<file path="src/rtl/serial_compare_ctrl.sv">
// ============================================================================
// serial_compare_ctrl : bit-serial MSB-first magnitude compare built around one
// external 1-bit equality comparator. Optional macro: EARLY_EXIT_EN.
// Revision: 1.0
// ============================================================================
`default_nettype none

module serial_compare_ctrl #(
  parameter int WIDTH = 8
) (
  input  logic             clk,
  input  logic             reset,
  input  logic             start,
  input  logic [WIDTH-1:0] a,
  input  logic [WIDTH-1:0] b,
  output logic             cmp_x,
  output logic             cmp_y,
  input  logic             cmp_z,
  output logic             busy,
  output logic             done,
  output logic             eq,
  output logic             gt,
  output logic             lt
);

  localparam int IDX_W = (WIDTH > 1) ? $clog2(WIDTH) : 1;
  localparam logic [IDX_W-1:0] IDX_MSB = IDX_W'(WIDTH - 1);

  typedef enum logic [1:0] {
    IDLE = 2'd0,
    SCAN = 2'd1,
    DONE = 2'd2
  } state_t;

  state_t state, state_nx;

  logic [WIDTH-1:0] a_sh, b_sh;
  logic [IDX_W-1:0] idx;
  logic             mism, gt_r;
  logic             bit_mism, mism_nx, gt_nx;

  always_comb begin
    cmp_x    = 1'b0;
    cmp_y    = 1'b0;
    state_nx = state;
    bit_mism = ~cmp_z;
    mism_nx  = mism | bit_mism;
    // The first (most significant) mismatch decides; A's bit there is 1 iff A > B.
    gt_nx    = mism ? gt_r : a_sh[WIDTH-1];
    busy     = (state != IDLE);
    done     = (state == DONE);
    case (state)
      IDLE: if (start) state_nx = SCAN;
      SCAN: begin
        cmp_x = a_sh[WIDTH-1];
        cmp_y = b_sh[WIDTH-1];
        if (idx == '0) state_nx = DONE;
`ifdef EARLY_EXIT_EN
        if (bit_mism) state_nx = DONE;
`endif
      end
      DONE:    state_nx = IDLE;
      default: state_nx = IDLE;
    endcase
  end

  always_ff @(posedge clk) begin
    if (reset) state <= IDLE;
    else       state <= state_nx;
  end

  always_ff @(posedge clk) begin
    if (reset) begin
      a_sh <= '0;
      b_sh <= '0;
      idx  <= '0;
      mism <= 1'b0;
      gt_r <= 1'b0;
      eq   <= 1'b0;
      gt   <= 1'b0;
      lt   <= 1'b0;
    end else begin
      case (state)
        IDLE: begin
          if (start) begin
            a_sh <= a;
            b_sh <= b;
            idx  <= IDX_MSB;
            mism <= 1'b0;
            gt_r <= 1'b0;
          end
        end
        SCAN: begin
          a_sh <= a_sh << 1;
          b_sh <= b_sh << 1;
          idx  <= idx - 1'b1;
          if (!mism && bit_mism) begin
            mism <= 1'b1;
            gt_r <= a_sh[WIDTH-1];
          end
          if (state_nx == DONE) begin
            eq <= ~mism_nx;
            gt <= mism_nx & gt_nx;
            lt <= mism_nx & ~gt_nx;
          end
        end
        default: ;
      endcase
    end
  end

endmodule

`default_nettype wire
</file>
<file path="config.mk">
export PLATFORM = sky130hd
export DESIGN_NAME = serial_compare_ctrl
export DESIGN_NICKNAME = d
export VERILOG_FILES = /design/src/rtl/serial_compare_ctrl.sv
export SDC_FILE = /design/constraint.sdc
export NUM_CORES = 1
export LEC_CHECK = 0
export ABC_CLOCK_PERIOD_IN_PS = 4290
export CAP_MARGIN = 20
export CORE_MARGIN = 2
export CORE_UTILIZATION = 49
export DETAILED_ROUTE_END_ITERATION = 10
export MAX_ROUTING_LAYER = met4
export PLACE_DENSITY = 0.9
export SLEW_MARGIN = 20
export SYNTH_ARGS = -nofsm -noshare
export SYNTH_HDL_FRONTEND = slang
export SYNTH_SLANG_ARGS = --single-unit
</file>
<file path="constraint.sdc">
create_clock -name clk -period 4.29 [get_ports clk]
set_clock_uncertainty 0.1 [all_clocks]
set_input_delay 0.6435 -clock clk [delete_from_list [all_inputs] [get_ports clk]]
set_output_delay 0.6435 -clock clk [all_outputs]
set_load 0.02 [all_outputs]
</file>
==> flow_summary.toml, run 1 <==
[status]
status = "finished clean"

[clock_network]
cts_made_buffers = 3
clock-sinks = 26
cts_root_buf = "clkbuf_4"
path_clk_slew_ns = 0.13
clock_path_buffers = 2
htreeDepth = 1
postCtsSetupBuffers = 0
cts_hold_buf = 0
post_cts_resized = 0
clkLatencyLatePin_ns = 0.32
cts_tree = "yes"

[drt]
postRouteAntennaNets = 0
drc_errors = 0
post_drt_wl_per_cell_um = 13.6
avgViaCountPerCell = 5.57
first_pass_iters = 4
drtIter0Drc = 22
finalWirelength_mm = 2.54
vias = 1042

[place]
dp_hpwl_mm = 1.78
portBuffers = 26
place_ws_ns = 1.76
gp_congestion = 0.823

[layout]
area_growth_pct = 22.2
final_nets = 183
fillerInstances = 204
drive_above_1_share_pct = 5.66
fin_util_pct = 64.2
n_antenna_cell = 0

[timing]
slew_violations = 0
setup_violations = 0
period_share_pct = 67.7
finalCriticalPeriod_ns = 2.91
worst_pin_slew_ns = 0.968
rsz0062_at_grt = "false"
hold_viol = 0
slew_headroom_pct = 35.2
max_freq_ghz = 0.344
fin_ws_ns = 1.38
final.setup.tns_ns = 0

[critical_path]
crit_family = "flip-flops"
cpMaxStageDelayCell = "dfxtp_1"
slowest_delay_ns = 0.64
arrival_ns = 2.16
start_kind = "flop"
crit_fanout = 15
crit_type = "flop to primary output"
cp-end-kind = "primary output"
crit_buf_inv = 1
worstPathRequired_ns = 3.55
cp_cell_sequence = "nor2b_4 > and2_1 > clkdlybuf4s50_1"

[pwr]
power_mw = 0.515
p_per_area_nw_per_um2 = 355
p_leak_nw = 0.575
vdd_ir_drop_max_v = 0.000184

[yosys]
synth_seq_cells = 26
synth.avg_cell_area_um2 = 8.52
synth_area_leaders = "dfxtp_1, a211oi_1, a21oi_1"
yosysMostFrequentCell = "dfxtp_1"
ys.flop_type = "dfxtp_1"
syn_area_um2 = 1180
synth_edf_count = 0
ys_seq_area_share_pct = 43.9
synthCells = 139
synth_top_area_share_pct = 43.9
synth-async-reset-ratio_pct = 0
yosysUniqueCellTypes = 30
syn_nets = 161
yosys_warnings = 0
yosysTopAreaCell = "dfxtp_1"
synth_common_cells = "dfxtp_1, nor2_1, nand2_1"

[global_route]
first_global_vias = 1031
antenna_found_initial = 0
grt_max_degree = 27
grtUsageTotal_pct = 22.2
grt_first_pass_wirelength_mm = 4.42
grt.overflow.total = 0

[floorplanning]
core_area_um2 = 2250
initial_core_util_pct = 52.6
dieArea_um2 = 2830
die_h_um = 53.2
die_x_um = 53.2
rows = 17
ios = 27

[min_path]
hp-class = "flop to flop"

[run]
maxCapViolCount = 0
## report_power, final
part | internal (mW) | switching [mW]
Sequential | 0.267 | 0.0185
Clock | 0.0329 | 0.0694
Combinational | 0.0604 | 0.0666
Total | 0.360 | 0.154
## routing by layer
layer	share of wire, %	GRT usage (%)	vias up
li1	-	-	524
met2	50	37.3	17
met1	45	24.7	497
met3	2.9	3.67	4
met5	0	-	-
met4	1.6	12.8	0
## stage by stage
step	hold WS [ns]	cell area, um2	instances
2_1_floorplan	0.332	1180	139
3_3_place_gp	0.341	1430	184
3_5_place_dp	0.346	1430	184
4_1_cts	0.364	1450	187
5_1_grt	0.380	1450	187
6_report	0.362	1450	187
## final timing paths
check / startpoint / endpoint / slack (ns) / cells past startpoint
setup / recovery: state[0] / cmp_y / 1.38 / 3
hold / removal: eq / eq / 0.36 / 2
setup reg to reg: state[0] / b_sh[1] / 2.64 / 3
hold reg to reg: eq / eq / 0.36 / 2
## area by class of cell
cell class | count | area [um2] | share of cell area, %
sequential | 26 | 520 | 36.0
multi-input combinational | 98 | 587 | 40.5
clock buffer | 3 | 22.5 | 1.56
tap | 28 | 35.0 | 2.42
inverter | 6 | 22.5 | 1.56
timing repair buffer | 26 | 260 | 18.0
## layout by cell type (no fill, tap or decap)
master / Yosys / layout
dfxtp_1: 26 / 26
a211oi_1: 15 / 15
and2_1: 2 / 2
nor2_1: 20 / 20
or2b_1: 1 / 1
a221oi_1: 2 / 2
a22oi_1: 2 / 2
a31oi_1: 1 / 1
clkdlybuf4s50_1: 0 / 26
nand2_1: 18 / 18
clkbuf_4: 0 / 3
inv_1: 6 / 6
nor3b_1: 2 / 2
nand3b_4: 1 / 1
nor2b_4: 1 / 1
mux2_2: 1 / 1
ha_1: 2 / 2
nand2b_1: 2 / 2
o21ba_2: 1 / 1
nand3_1: 1 / 1
o22ai_1: 2 / 2
o2bb2ai_1: 1 / 1
a21oi_1: 16 / 16
o21bai_4: 1 / 1
nand3b_1: 2 / 2
or2_2: 1 / 1
o21ai_0: 2 / 2
or3b_1: 1 / 1
## cell families (layout without fill, tap and decap cells)
| group | count (synthesis) | in the layout | synth area share (%) |
|---|---|---|---|
| adder cells (fa/ha/maj) | 2 | 2 | 2.11 |
| flip-flops | 26 | 26 | 43.9 |
| multiplexers | 1 | 1 | 0.950 |
| AND/OR/NAND/NOR | 52 | 52 | 21.9 |
| AO/OA/AOI/OAI | 43 | 43 | 24.6 |
| buffers and inverters | 15 | 35 | 6.55 |
## worst min-delay path: stages (launching register included)
cell	delay, ns
dfxtp_1	0.33
nand2_1	0.05
a21oi_1	0.05
## flip-flops by register name, summed over array words and instances (netlist names)
signal  count
gt_r        1
gt          1
eq          1
idx         3
lt          1
mism        1
a_sh        8
state       2
b_sh        8
Power figures use the tool's default switching activity.
==> run 2: changes to the inputs <==
Settings changed: ABC_CLOCK_PERIOD_IN_PS 4290 to 2400, CORE_UTILIZATION 49 to 44, PLACE_DENSITY 0.9 to 0.86.
Clock period 4.29 ns to 2.4 ns, I/O delays scaled along.
==> flow_summary.toml, run 2 (synthesis gave the netlist of run 1 again) <==
[timing]
hold_viol = 0
rsz0062_at_grt = "false"
slew_headroom_pct = 71.7
setup_violations = 0
finalCriticalPeriod_ns = 2.23
final.setup.tns_ns = 0
max_freq_ghz = 0.448
slew_violations = 0
worst_pin_slew_ns = 0.424
period_share_pct = 92.9

[global_route]
grtUsageTotal_pct = 17.7
grt_first_pass_wirelength_mm = 4.41
antenna_found_initial = 0
grt.overflow.total = 0
grt_max_degree = 27
first_global_vias = 1053

[layout]
final_cell_mix = "dfxtp_1, clkdlybuf4s50_1, nor2_1"
fin_util_pct = 58.9
n_antenna_cell = 0
drive_above_1_share_pct = 7.98
largest_registers = "a_sh (8), b_sh (8), idx (3)"
area_growth_pct = 25.4
fillerInstances = 230
final_nets = 186

[floorplanning]
rows = 18
die_h_um = 55.9
initial_core_util_pct = 47.0
die_x_um = 55.9
ios = 27
dieArea_um2 = 3120
core_area_um2 = 2520

[pwr]
p_per_area_nw_per_um2 = 645
power_mw = 0.959
vdd_ir_drop_max_v = 0.000488
p_switching_mw = 0.276
clkPwrFrac_pct = 22.9
p_sw_share_pct = 28.8
internal-power_mw = 0.683
p_leak_nw = 0.598
p_seq_share_pct = 52.6
combinationalPowerShare_pct = 24.5

[critical_path]
cp_cell_sequence = "inv_1 > nor2_1 > clkdlybuf4s50_1"
cp-end-kind = "primary output"
start_kind = "flop"
crit_family = "buffers and inverters"
crit_type = "flop to primary output"
crit_fanout = 10
slowest_delay_ns = 0.61
cpMaxStageDelayCell = "clkdlybuf4s50_1"
arrival_ns = 1.77
crit_buf_inv = 2
worstPathRequired_ns = 1.94

[clock_network]
cts_hold_buf = 0
clock-sinks = 26
clkLatencyLatePin_ns = 0.32
cts_tree = "yes"
path_clk_slew_ns = 0.13
postCtsSetupBuffers = 0
clock_path_buffers = 2
post_cts_resized = 0
cts_root_buf = "clkbuf_4"
htreeDepth = 1
cts_made_buffers = 3

[status]
status = "finished clean"

[drt]
first_pass_iters = 4
postRouteAntennaNets = 0
post_drt_wl_per_cell_um = 12.8
vias = 1072
finalWirelength_mm = 2.47
avgViaCountPerCell = 5.55
drc_errors = 0
drtIter0Drc = 18

[place]
gp_congestion = 0.829
portBuffers = 26
dp_hpwl_mm = 1.78

[run]
maxCapViolCount = 0

[min_path]
hp-class = "flop to flop"
-- run 2: per-layer routing --
layer	global-route usage (%)	part of all wire, %	up-vias
met3	3.26	3.6	6
li1	-	-	532
met5	-	0	-
met2	30.6	50	17
met4	6.12	1.6	0
met1	20.7	44	517
-- run 2: layout make-up --
| type | count | area, um2 | area share (%) |
|---|---|---|---|
| multi-input combinational | 98 | 587 | 39.5 |
| clock buffer | 4 | 36.3 | 2.44 |
| inverter | 6 | 22.5 | 1.52 |
| timing repair buffer | 29 | 283 | 19.0 |
| sequential | 26 | 520 | 35.0 |
| tap | 30 | 37.5 | 2.53 |
-- run 2: stage by stage --
step                hold WS (ns)  setup WS (ns)  instances  cell area [um2]
finish                     0.365          0.169        193             1490
global route               0.393         0.0289        193             1490
CTS                        0.370          0.170        193             1490
detailed placement         0.352          0.540        189             1450
global placement           0.338          0.568        189             1450
floorplan                  0.332          0.939        139             1180
-- run 2: worst paths after layout --
kind	slack, ns	cells after the start	endpoint	startpoint
setup / recovery	0.17	3	done	state[1]
hold / removal	0.36	2	gt	gt
hold reg to reg	0.36	2	gt	gt
setup reg to reg	0.83	6	lt	idx[0]
-- run 2: power by group through the flow --
| stage | sequential, mW | clock (mW) | combinational (mW) |
|---|---|---|---|
| after floorplan | 0.507 | 0 | 0.167 |
| after CTS | 0.504 | 0.223 | 0.237 |
| after global routing | 0.511 | 0.241 | 0.266 |
| final | 0.505 | 0.220 | 0.235 |
| after detailed placement | 0.514 | 0 | 0.236 |
| after global placement | 0.512 | 0 | 0.231 |
-- run 2: worst register-to-register path, delay by kind of cell (launching register included) --
kind / cells / cell delay [ns]
AO/OA/AOI/OAI: 1 / 0.14
adder cells (fa/ha/maj): 2 / 0.36
AND/OR/NAND/NOR: 2 / 0.50
buffers and inverters: 1 / 0.07
flip-flops: 1 / 0.34
